**config.mk**
```make
export PLATFORM = sky130hd
export DESIGN_NAME = conv_frame_driver_flat
export DESIGN_NICKNAME = d
export VERILOG_FILES = /design/src/rtl/conv_frame_driver_if.sv /design/src/rtl/conv_frame_driver.sv /design/src/flat_wrapper.sv
export SDC_FILE = /design/constraint.sdc
export NUM_CORES = 1
export LEC_CHECK = 0
export ABC_CLOCK_PERIOD_IN_PS = 9300
export CAP_MARGIN = 20
export CELL_PAD_IN_SITES_DETAIL_PLACEMENT = 1
export CELL_PAD_IN_SITES_GLOBAL_PLACEMENT = 2
export CORE_MARGIN = 8
export CORE_UTILIZATION = 34
export DETAILED_ROUTE_END_ITERATION = 6
export GPL_TIMING_DRIVEN = 0
export MAX_ROUTING_LAYER = met4
export PLACE_DENSITY_LB_ADDON = 0.1
export SKIP_LAST_GASP = 1
export SLEW_MARGIN = 20
export SYNTH_ARGS = -nofsm -noshare
export SYNTH_HDL_FRONTEND = slang
export SYNTH_SLANG_ARGS = --single-unit
```
**constraint.sdc**
```tcl
create_clock -name i_CLK -period 9.3 [get_ports i_CLK]
set_clock_uncertainty 0.1 [all_clocks]
set_input_delay 1.395 -clock i_CLK [delete_from_list [all_inputs] [get_ports i_CLK]]
set_output_delay 1.395 -clock i_CLK [all_outputs]
set_load 0.01 [all_outputs]
```
**src/rtl/conv_frame_driver_if.sv**
```systemverilog
// Handshake/bus bundle between the frame driver and its neighbours:
// pixel stream in, bank FSM/memory control, result stream out.
// master = frame driver side, slave = pixel source / FSM / memory / result sink side.
interface conv_frame_driver_if #(
  parameter int NB_IMAGE = 10,
  parameter int NB_DATA  = 8
);
  // upstream pixel stream
  logic [NB_DATA-1:0]  i_pix_data;
  logic                i_pix_valid;
  logic                o_pix_ready;
  // bank FSM / memory control
  logic                o_load;
  logic                o_SoP;
  logic                o_valid;
  logic [NB_DATA-1:0]  o_wdata;
  logic [NB_IMAGE-1:0] o_imgLength;
  logic                i_changeBlock;
  logic                i_EoP;
  logic [NB_DATA-1:0]  i_rdata;
  // downstream result stream
  logic [NB_DATA-1:0]  o_res_data;
  logic                o_res_valid;
  logic                o_res_last;
  logic                i_res_ready;

  modport master (
    input  i_pix_data, i_pix_valid, i_changeBlock, i_EoP, i_rdata, i_res_ready,
    output o_pix_ready, o_load, o_SoP, o_valid, o_wdata, o_imgLength,
           o_res_data, o_res_valid, o_res_last
  );

  modport slave (
    output i_pix_data, i_pix_valid, i_changeBlock, i_EoP, i_rdata, i_res_ready,
    input  o_pix_ready, o_load, o_SoP, o_valid, o_wdata, o_imgLength,
           o_res_data, o_res_valid, o_res_last
  );
endinterface

```
**src/rtl/conv_frame_driver.sv**
```systemverilog
// Purpose: host-side sequencer for one convolution bank: load a column, run SoP, read back passes.
// Latency: all outputs registered; one o_valid pulse per accepted pixel / transferred sample.
// Backpressure: pixel ready only between pulses; result held stable while i_res_ready is low.
// Ports: i_CLK/i_reset (sync, active high), i_start + i_imgLength start a frame,
//   o_busy/o_error status, bus (master) carries pixel in, FSM/memory control, result out.
module conv_frame_driver #(
  parameter int NB_IMAGE = 10,
  parameter int NB_DATA  = 8,
  parameter int MEM_LAT  = 1,
  parameter int TIMEOUT  = 1023
) (
  input  logic                i_CLK,
  input  logic                i_reset,
  input  logic                i_start,
  input  logic [NB_IMAGE-1:0] i_imgLength,
  output logic                o_busy,
  output logic                o_error,
  conv_frame_driver_if.master bus
);
  localparam int TW = $clog2(TIMEOUT + MEM_LAT + 2);
  localparam logic [TW-1:0] TMO_LAST = TW'(TIMEOUT - 1);
  // Address moves the cycle after a pulse, data lands MEM_LAT later.
  localparam logic [TW-1:0] LAT_LAST = TW'(MEM_LAT + 1);

  typedef enum logic [3:0] {
    S_IDLE, S_LOAD, S_WAIT_LD, S_SOP, S_PROC, S_REL,
    S_RD_WAIT, S_RD_OUT, S_RD_END, S_DONE
  } state_t;

  state_t              state_q, state_d;
  logic [NB_IMAGE-1:0] len_q, len_d;
  logic [NB_IMAGE-1:0] idx_q, idx_d;       // pixel count in LOAD, address index a in read-back
  logic [TW-1:0]       wait_q, wait_d;     // timeout counter, or latency counter in RD_WAIT
  logic                seen_q, seen_d;     // RD_END: changeBlock high already observed
  logic                load_q, load_d;
  logic                sop_q, sop_d;
  logic                vld_q, vld_d;
  logic [NB_DATA-1:0]  wdata_q, wdata_d;
  logic                pix_rdy_q, pix_rdy_d;
  logic [NB_DATA-1:0]  res_dat_q, res_dat_d;
  logic                res_vld_q, res_vld_d;
  logic                res_last_q, res_last_d;
  logic                busy_q, busy_d;
  logic                error_q, error_d;
  logic                timed;

  always_comb begin
    state_d    = state_q;
    len_d      = len_q;
    idx_d      = idx_q;
    seen_d     = seen_q;
    load_d     = load_q;
    sop_d      = sop_q;
    vld_d      = 1'b0;              // o_valid is always a single-cycle pulse
    wdata_d    = wdata_q;
    res_dat_d  = res_dat_q;
    res_vld_d  = res_vld_q;
    res_last_d = res_last_q;
    error_d    = error_q;
    timed      = (state_q == S_WAIT_LD) || (state_q == S_PROC) ||
                 (state_q == S_REL) || (state_q == S_RD_END);

    case (state_q)
      S_IDLE: begin
        if (i_start) begin
          if (i_imgLength >= NB_IMAGE'(3)) begin
            len_d   = i_imgLength;
            idx_d   = '0;
            error_d = 1'b0;
            load_d  = 1'b1;
            state_d = S_LOAD;
          end else begin
            error_d = 1'b1;
          end
        end
      end
      S_LOAD: begin
        if (pix_rdy_q && bus.i_pix_valid) begin
          wdata_d = bus.i_pix_data;
          vld_d   = 1'b1;
          idx_d   = idx_q + NB_IMAGE'(1);
        end else if ((idx_q == len_q) && !vld_q) begin
          // Extra pulse with zero data closes the column (L+1 pulses).
          wdata_d = '0;
          vld_d   = 1'b1;
          state_d = S_WAIT_LD;
        end
      end
      S_WAIT_LD: begin
        if (bus.i_changeBlock) begin
          load_d  = 1'b0;
          state_d = S_SOP;
        end
      end
      S_SOP: begin
        if (!bus.i_changeBlock) begin
          sop_d   = 1'b1;
          state_d = S_PROC;
        end
      end
      S_PROC: begin
        if (bus.i_changeBlock) begin
          sop_d   = 1'b0;
          state_d = S_REL;
        end
      end
      S_REL: begin
        if (!bus.i_changeBlock) begin
          idx_d   = '0;
          state_d = bus.i_EoP ? S_RD_WAIT : S_DONE;
        end
      end
      S_RD_WAIT: begin
        if (wait_q == LAT_LAST) begin
          res_dat_d  = bus.i_rdata;
          res_vld_d  = 1'b1;
          res_last_d = (idx_q == len_q - NB_IMAGE'(2));
          state_d    = S_RD_OUT;
        end
      end
      S_RD_OUT: begin
        if (bus.i_res_ready) begin
          res_vld_d  = 1'b0;
          res_last_d = 1'b0;
          vld_d      = 1'b1;
          idx_d      = idx_q + NB_IMAGE'(1);
          seen_d     = 1'b0;
          state_d    = res_last_q ? S_RD_END : S_RD_WAIT;
        end
      end
      S_RD_END: begin
        if (!seen_q) begin
          seen_d = bus.i_changeBlock;
        end else if (!bus.i_changeBlock) begin
          idx_d   = '0;
          state_d = bus.i_EoP ? S_RD_WAIT : S_DONE;
        end
      end
      S_DONE: begin
        state_d = S_IDLE;
      end
      default: begin
        state_d = S_IDLE;
      end
    endcase

    // A stuck handshake abandons the frame; a real advance this cycle wins.
    if (timed && (state_d == state_q) && (wait_q == TMO_LAST)) begin
      error_d = 1'b1;
      load_d  = 1'b0;
      sop_d   = 1'b0;
      state_d = S_IDLE;
    end

    wait_d    = (state_d != state_q) ? '0 : wait_q + TW'(1);
    busy_d    = (state_d != S_IDLE);
    // No accept while a pulse is going out or in the low cycle right after it.
    pix_rdy_d = (state_d == S_LOAD) && !vld_d && !vld_q && (idx_d < len_d);
  end

  always_ff @(posedge i_CLK) begin
    if (i_reset) begin
      state_q    <= S_IDLE;
      len_q      <= '0;
      idx_q      <= '0;
      wait_q     <= '0;
      seen_q     <= 1'b0;
      load_q     <= 1'b0;
      sop_q      <= 1'b0;
      vld_q      <= 1'b0;
      wdata_q    <= '0;
      pix_rdy_q  <= 1'b0;
      res_dat_q  <= '0;
      res_vld_q  <= 1'b0;
      res_last_q <= 1'b0;
      busy_q     <= 1'b0;
      error_q    <= 1'b0;
    end else begin
      state_q    <= state_d;
      len_q      <= len_d;
      idx_q      <= idx_d;
      wait_q     <= wait_d;
      seen_q     <= seen_d;
      load_q     <= load_d;
      sop_q      <= sop_d;
      vld_q      <= vld_d;
      wdata_q    <= wdata_d;
      pix_rdy_q  <= pix_rdy_d;
      res_dat_q  <= res_dat_d;
      res_vld_q  <= res_vld_d;
      res_last_q <= res_last_d;
      busy_q     <= busy_d;
      error_q    <= error_d;
    end
  end

  assign bus.o_pix_ready = pix_rdy_q;
  assign bus.o_load      = load_q;
  assign bus.o_SoP       = sop_q;
  assign bus.o_valid     = vld_q;
  assign bus.o_wdata     = wdata_q;
  assign bus.o_imgLength = len_q;
  assign bus.o_res_data  = res_dat_q;
  assign bus.o_res_valid = res_vld_q;
  assign bus.o_res_last  = res_last_q;
  assign o_busy          = busy_q;
  assign o_error         = error_q;
endmodule

```
**src/flat_wrapper.sv**
```systemverilog
// flat-port wrapper written by rule: the top's interface ports become plain ports
module conv_frame_driver_flat 
#(
  parameter int NB_IMAGE = 10,
  parameter int NB_DATA  = 8,
  parameter int MEM_LAT  = 1,
  parameter int TIMEOUT  = 1023
)
  (i_CLK, i_reset, i_start, i_imgLength, o_busy, o_error, bus_i_pix_data, bus_i_pix_valid, bus_i_changeBlock, bus_i_EoP, bus_i_rdata, bus_i_res_ready, bus_o_pix_ready, bus_o_load, bus_o_SoP, bus_o_valid, bus_o_wdata, bus_o_imgLength, bus_o_res_data, bus_o_res_valid, bus_o_res_last);
  conv_frame_driver_if #(.NB_IMAGE(NB_IMAGE), .NB_DATA(NB_DATA)) bus_i ();
  input  logic i_CLK;
  input  logic i_reset;
  input  logic i_start;
  input  logic [NB_IMAGE-1:0] i_imgLength;
  output logic o_busy;
  output logic o_error;
  input wire logic [$bits(bus_i.i_pix_data)-1:0] bus_i_pix_data;
  input wire logic [$bits(bus_i.i_pix_valid)-1:0] bus_i_pix_valid;
  input wire logic [$bits(bus_i.i_changeBlock)-1:0] bus_i_changeBlock;
  input wire logic [$bits(bus_i.i_EoP)-1:0] bus_i_EoP;
  input wire logic [$bits(bus_i.i_rdata)-1:0] bus_i_rdata;
  input wire logic [$bits(bus_i.i_res_ready)-1:0] bus_i_res_ready;
  output wire logic [$bits(bus_i.o_pix_ready)-1:0] bus_o_pix_ready;
  output wire logic [$bits(bus_i.o_load)-1:0] bus_o_load;
  output wire logic [$bits(bus_i.o_SoP)-1:0] bus_o_SoP;
  output wire logic [$bits(bus_i.o_valid)-1:0] bus_o_valid;
  output wire logic [$bits(bus_i.o_wdata)-1:0] bus_o_wdata;
  output wire logic [$bits(bus_i.o_imgLength)-1:0] bus_o_imgLength;
  output wire logic [$bits(bus_i.o_res_data)-1:0] bus_o_res_data;
  output wire logic [$bits(bus_i.o_res_valid)-1:0] bus_o_res_valid;
  output wire logic [$bits(bus_i.o_res_last)-1:0] bus_o_res_last;
  assign bus_i.i_pix_data = bus_i_pix_data;
  assign bus_i.i_pix_valid = bus_i_pix_valid;
  assign bus_i.i_changeBlock = bus_i_changeBlock;
  assign bus_i.i_EoP = bus_i_EoP;
  assign bus_i.i_rdata = bus_i_rdata;
  assign bus_i.i_res_ready = bus_i_res_ready;
  assign bus_o_pix_ready = bus_i.o_pix_ready;
  assign bus_o_load = bus_i.o_load;
  assign bus_o_SoP = bus_i.o_SoP;
  assign bus_o_valid = bus_i.o_valid;
  assign bus_o_wdata = bus_i.o_wdata;
  assign bus_o_imgLength = bus_i.o_imgLength;
  assign bus_o_res_data = bus_i.o_res_data;
  assign bus_o_res_valid = bus_i.o_res_valid;
  assign bus_o_res_last = bus_i.o_res_last;
  conv_frame_driver #(.NB_IMAGE(NB_IMAGE), .NB_DATA(NB_DATA), .MEM_LAT(MEM_LAT), .TIMEOUT(TIMEOUT)) u_core (.i_CLK(i_CLK), .i_reset(i_reset), .i_start(i_start), .i_imgLength(i_imgLength), .o_busy(o_busy), .o_error(o_error), .bus(bus_i));
endmodule
```
Word level (Yosys, flattened, before mapping)
Index checks and enable logic that the tools add are counted.
- add/sub/neg operators: 3
- order comparisons: 2
- equality and inequality tests: 22
- multiplexer cells: 48
- reduce and logical (&&, ||, !) cells: 30
- operators by type and width (operator ; count):
    2-to-1 mux 10 bit ; 9
    2-to-1 mux 4 bit ; 14
    case mux 10 bit (5 select lines) ; 1
    case mux 4 bit (9 select lines) ; 1
    == test 10 bit ; 2
    == test 4 x 3 -> 1 bit (second input constant) ; 4
    2-to-1 mux 8 bit ; 2
    2-to-1 mux 1 bit ; 15
    nonzero test 2 bit ; 7
    case mux 1 bit (2 select lines) ; 6
    adder 11 x 1 -> 11 bit (second input constant) ; 1
    == test 11 x 10 -> 1 bit (second input constant) ; 1
    == test 11 x 2 -> 1 bit (second input constant) ; 1
    adder 10 x 1 -> 10 bit (second input constant) ; 1
    greater-or-equal comparator 10 x 2 -> 1 bit (second input constant) ; 1
    less-than comparator 10 bit ; 1
    inequality test 2 bit (second input constant) ; 5
    subtractor 10 x 2 -> 10 bit (second input constant) ; 1
    == test 4 x 1 -> 1 bit (second input constant) ; 2
    == test 4 x 2 -> 1 bit (second input constant) ; 2
    AND reduction 2 bit ; 4
    logical AND 1 bit ; 7
    AND reduction 3 bit ; 2
    == test 4 bit ; 1
    9 further kinds ; 14
- register bits after elaboration: 60

Logic depth before layout (Yosys ltp)
- depth in word-level cells: 13
- depth in mapped cells: 15

Least setup slack after synthesis
Ideal clock, no wire load.
- path kind: input to register
- from: input bus_i_changeBlock
- to: register u_core.pix_rdy_q, in the netlist u_core.bus.o_pix_ready
- setup time: 96 ps
- data arrival time: 3625 ps
- required time: 9104 ps
- slack: 5479 ps
- cell stages on the path: 12
- buffers on the path: 1
- cells stage by stage: clkbuf_1 -> nand2b_1 -> a221oi_1 -> nor2_1 -> o21a_1 -> o32a_1 -> ha_1 -> a211oi_1 -> o21ai_0 -> a211oi_1 -> nand3_1 -> nor4b_1
- elaborated cells on any way between the ends: 18
- those cells by class: order compare (1); eq/ne (2); mux (10); reduce/logical (5)
- RTL lines (item ; line ; source):
    from (decl) ; flat_wrapper.sv:19 ; input wire logic [$bits(bus_i.i_changeBlock)-1:0] bus_i_changeBlock;
    2-to-1 mux 10 bit * ; conv_frame_driver.sv:108, conv_frame_driver.sv:134 ;
    2-to-1 mux 10 bit ; conv_frame_driver.sv:132 ; if (!seen_q) begin
    case mux 10 bit (5 select lines) * ; conv_frame_driver.sv:63 ; case (state_q)
    via u_core.idx_d[7] ; conv_frame_driver.sv:32 ; logic [NB_IMAGE-1:0] idx_q, idx_d;
    less-than comparator 10 bit * ; conv_frame_driver.sv:158 ; pix_rdy_d = (state_d == S_LOAD) && !vld_d && !vld_q && (idx_d < len_d);
    logical AND 1 bit * ; conv_frame_driver.sv:158 ;
    to (signal assigned) ; conv_frame_driver.sv:188 ; pix_rdy_q <= pix_rdy_d;
    to (decl) ; conv_frame_driver.sv:39 ; logic pix_rdy_q, pix_rdy_d;
The timed path passes the listed nets; every way through them passes the cells marked *.
A chain may end at the register's enable or synchronous reset.

Worst setup path after layout
- from: input i_imgLength[9]
- to: register u_core.pix_rdy_q, in the netlist u_core.bus.o_pix_ready
- cells in the longest elaborated chain, start to end: 12
- elaborated cells on any way between the ends: 19
- those cells by class: order compare (2); eq/ne (2); mux (10); reduce/logical (5)
- RTL lines (item ; line ; source):
    from (decl) ; flat_wrapper.sv:14 ; input logic [NB_IMAGE-1:0] i_imgLength;
    greater-or-equal comparator 10 x 2 -> 1 bit ; conv_frame_driver.sv:66 ; if (i_imgLength >= NB_IMAGE'(3)) begin
    2-to-1 mux 4 bit ; conv_frame_driver.sv:66 ;
    2-to-1 mux 4 bit ; conv_frame_driver.sv:65 ; if (i_start) begin
    case mux 4 bit (9 select lines) ; conv_frame_driver.sv:63 ;
    == test 4 bit ; conv_frame_driver.sv:148 ; if (timed && (state_d == state_q) && (wait_q == TMO_LAST)) begin
    logical AND 1 bit (2 in series) ; conv_frame_driver.sv:148 ;
    2-to-1 mux 4 bit ; conv_frame_driver.sv:148 ;
    == test 4 x 1 -> 1 bit ; conv_frame_driver.sv:158 ;
    logical AND 1 bit (2 in series) ; conv_frame_driver.sv:158 ;
    logical AND 1 bit * ; conv_frame_driver.sv:158 ;
Mark *: on every way between the ends. The rest lies on a longest branch, timed or not.

==> impl.org <==
** Detailed routing
- The first routing iteration left 179 violations.
- Post-DRT Antenna Nets :: 0
- Dividing the detail-routed via count by the number of cells gives 5.54.
- After detailed routing, the number of remaining DRC violations is 0.
- Wire per inst :: 19.9 um
- Summing over every cut layer, the via total after detailed routing is 3715.
- Detailed Routing Iterations Pass 1 :: 4
- Final wirelength :: 13400 um

** Yosys
- Number of instances in the synthesized netlist :: 448
- Sorting the synthesized cells by area gives the leading types as dfxtp_1 32%, nor2_1 6.0%, mux2i_1 4.8%.
- For this run, the register share of the synthesized area comes to 32.1%.
- List of most frequent post-synthesis cells :: 60 x dfxtp_1, 60 x nor2_1, 23 x a21oi_1, 18 x mux2i_1, 18 x nor3_1
- In this run the biggest area consumer among cell types represents 32.1% of the synthesized area.
- Ys async rst share :: 0%
- Number of nets in the synthesized netlist :: 494
- Total standard cell area after synthesis :: 0.00374 mm^2
- Most area-hungry cell type in the Yosys netlist :: dfxtp_1
- Yosys mapped a number of flops with a built-in enable equal to 0.
- FF+latch count, synth :: 60
- Yosys cell types :: 67
- Most frequently used flop master after synthesis :: dfxtp_1
- Ys Warns :: 0
- Mean post-synth cell area :: 8.34 um^2

** Timing
- Sum Neg Setup Slack :: 0 ns
- Peak clock frequency supported by timing :: 0.198 GHz
- Measured against its own limit, the worst slew margin works out to 35.6%.
- Setup violation total in the final timing report :: 0
- The total count of max-transition violations in the final report came to 0.
- Worst hold slack :: 0.383 ns
- Worst-case setup margin in the final layout :: 4.24 ns
- Hold Vio Cnt, Final :: 0
- Period Utilization, post-route :: 54.4%
- Crit path time final :: 5.06 ns
- Setup repair after global routing left no endpoint under its margin.
- For the pin with the worst max-slew slack, the measured transition is 0.958 ns.

** Clocking
- In this run, CTS created clock tree buffers numbering 9.
- Counting every sink on the clock net gives 60.
- Clock-pin slew was measured on the worst setup and hold paths at 0.08 ns.
- Clock insertion delay at the later pin of the skew report :: 0.37 ns
- CTS tree :: yes
- Total of hold buffers inserted after clock tree synthesis :: 0
- Post-CTS setup-driven buffer insertion count :: 0
- The clock passes through at most 2 buffers.
- Root Driver :: clkbuf_8
- H-tree depth reported by CTS :: 3
- Post-CTS resize count :: 0

** Die
- For this configuration, the core starts out at a cell density of 34.6%.
- IO Count :: 67
- Total Die Area :: 0.0146 mm^2
- Placeable Area :: 0.0108 mm^2
- Number of cell rows :: 38
- Chip Width :: 121 um
- Height of the die :: 121 um

** Critical path
- Type of origin of the critical path :: input pin
- On the worst path, the slowest cell contributes a delay of 0.49 ns.
- Cell breakdown of the critical path :: clkdlybuf4s50_1 > nor4_1 > nand3_1 > and4_1 > clkbuf_1 > buf_2 > mux2i_1 > ha_1 > a211oi_1 > o21ai_0 > a211oi_1 > nand3_1 > nor4b_1
- Library cell contributing the largest single delay on the critical path :: nor4_1
- For the worst setup path, the data arrival time is 5.22 ns.
- The critical path is of the in -> reg type.
- Along the worst path, the maximum fanout reaches 10.
- STA classifies the critical path endpoint as a flop.
- Required @ worst endpoint :: 9.47 ns

** Power and ir drop
- Summed over all cells, the static leakage comes to 1.86 nW.
- Overall power :: 0.790 mW
- In this run the power density over the cells is 164 mW/mm^2.
- Largest vdd supply drop :: 63.1 uV

** Layout
- After routing the design area is 0.00482 mm^2.
- Registers take 0.00120 mm^2.
- Combined area of the multi-input logic cells :: 0.00236 mm^2
- Fillers :: 1272
- The net count of the finished layout is 571.
- Once layout is complete, the cells apart from fillers number 670.
- Post-layout util :: 44.7%
- Layout cells sized above 1 :: 9.06%
- Synthesis-to-layout area growth :: 29.0%
- The number of antenna diodes in the final layout is 0.

** Placement
- The wire-length estimate of the detail-placed layout is 10200 um.
- Worst setup slack before clock tree synthesis :: 3.85 ns
- During placement, the flow inserted port buffers numbering 66.
- Placed cell count :: 654
- DP Area :: 0.00457 mm^2
- At the end of routability-driven placement, the weighted congestion stood at 0.871.

** GRT
- First-pass GRT wire length :: 22000 um
- Entering global routing, the biggest net connects 12 pins.
- For this run, the total global-route usage over all layers was measured as 19.8%.
- Number of antenna violations at the first check in global routing :: 0
- The via count of the first global-routing pass came to 3966.
- Residual overflow from global routing :: 0

** Run
- Max-cap violations in this run came to 0.

** Worst hold path
- The tightest min-delay check is of the reg -> reg type.

** Outcome
- The run finished with clean final reports.
flip-flops by register name, indices dropped and copies added, names as in the netlist, 4 cells and up:
| signal | count |
|---|---|
| u_core.bus.o_res_data | 8 |
| u_core.bus.o_imgLength | 10 |
| u_core.bus.o_wdata | 8 |
| u_core.state_q | 4 |
| u_core.wait_q | 11 |
| u_core.idx_q | 10 |
where the power goes:
part / total [mW] / leakage [nW] / internal, mW / switching (mW)
combinational: 0.198 / 1.25 / 0.0813 / 0.117
clock: 0.309 / 0.122 / 0.185 / 0.124
sequential: 0.283 / 0.487 / 0.269 / 0.0137
total: 0.790 / 1.86 / 0.535 / 0.255
layer usage:
layer | track usage (%) | part of all wire (%)
met1 | 25.9 | 49
met2 | 29.0 | 44
met3 | 4.57 | 4.6
met4 | 7.65 | 1.9
met5 | - | 0
critical path, delay by kind of cell:
family                     cells  cell delay [ns]
AOI/OAI and AO/OA              3             0.74
adders and majority gates      1             0.31
buffers and inverters          3             0.92
muxes                          1             0.32
and+or+nand+nor                5             1.54
logic make-up (layout without fill, tap and decap cells):
group / count (synthesis) / in the layout / share of synthesized area [%]
AOI/OAI and AO/OA: 100 / 100 / 19.3
adders and majority gates: 13 / 13 / 4.35
xor gates and xnor gates: 23 / 23 / 5.39
muxes: 18 / 18 / 4.82
buffers and inverters: 38 / 120 / 4.65
and+or+nand+nor: 196 / 196 / 29.3
DFF: 60 / 60 / 32.1
layout by cell type, fill, tap and decap left out, types with 13 or more instances in the layout:
cell type and count:
clkdlybuf4s50_1 66, ha_1 13, nand2_1 17, nor2_1 60
nand4_1 14, nor3_1 18, xor2_1 15, a21oi_1 23
mux2i_1 18, dfxtp_1 60, buf_2 13
cell type report:
cell class                 count  area share [%]
clock inverter                 6            2.31
tap                          140            3.63
timing repair buffer          66            13.7
buffer                        28            2.83
sequential                    60            24.9
inverter                      10           0.778
clock buffer                  10            2.85
multi-input combinational    350            49.0
path summary, 6_finish.rpt:
check / start / to / slack, ns / cells after the start
setup / recovery: i_imgLength[9] / u_core.bus.o_pix_ready / 4.24 / 13
hold / removal: u_core.bus.o_res_valid / u_core.bus.o_res_valid / 0.38 / 2
setup reg to reg: u_core.state_q[0] / u_core.bus.o_pix_ready / 5.55 / 12
hold reg to reg: u_core.bus.o_res_valid / u_core.bus.o_res_valid / 0.38 / 2
(Power assumes the default switching activity.)
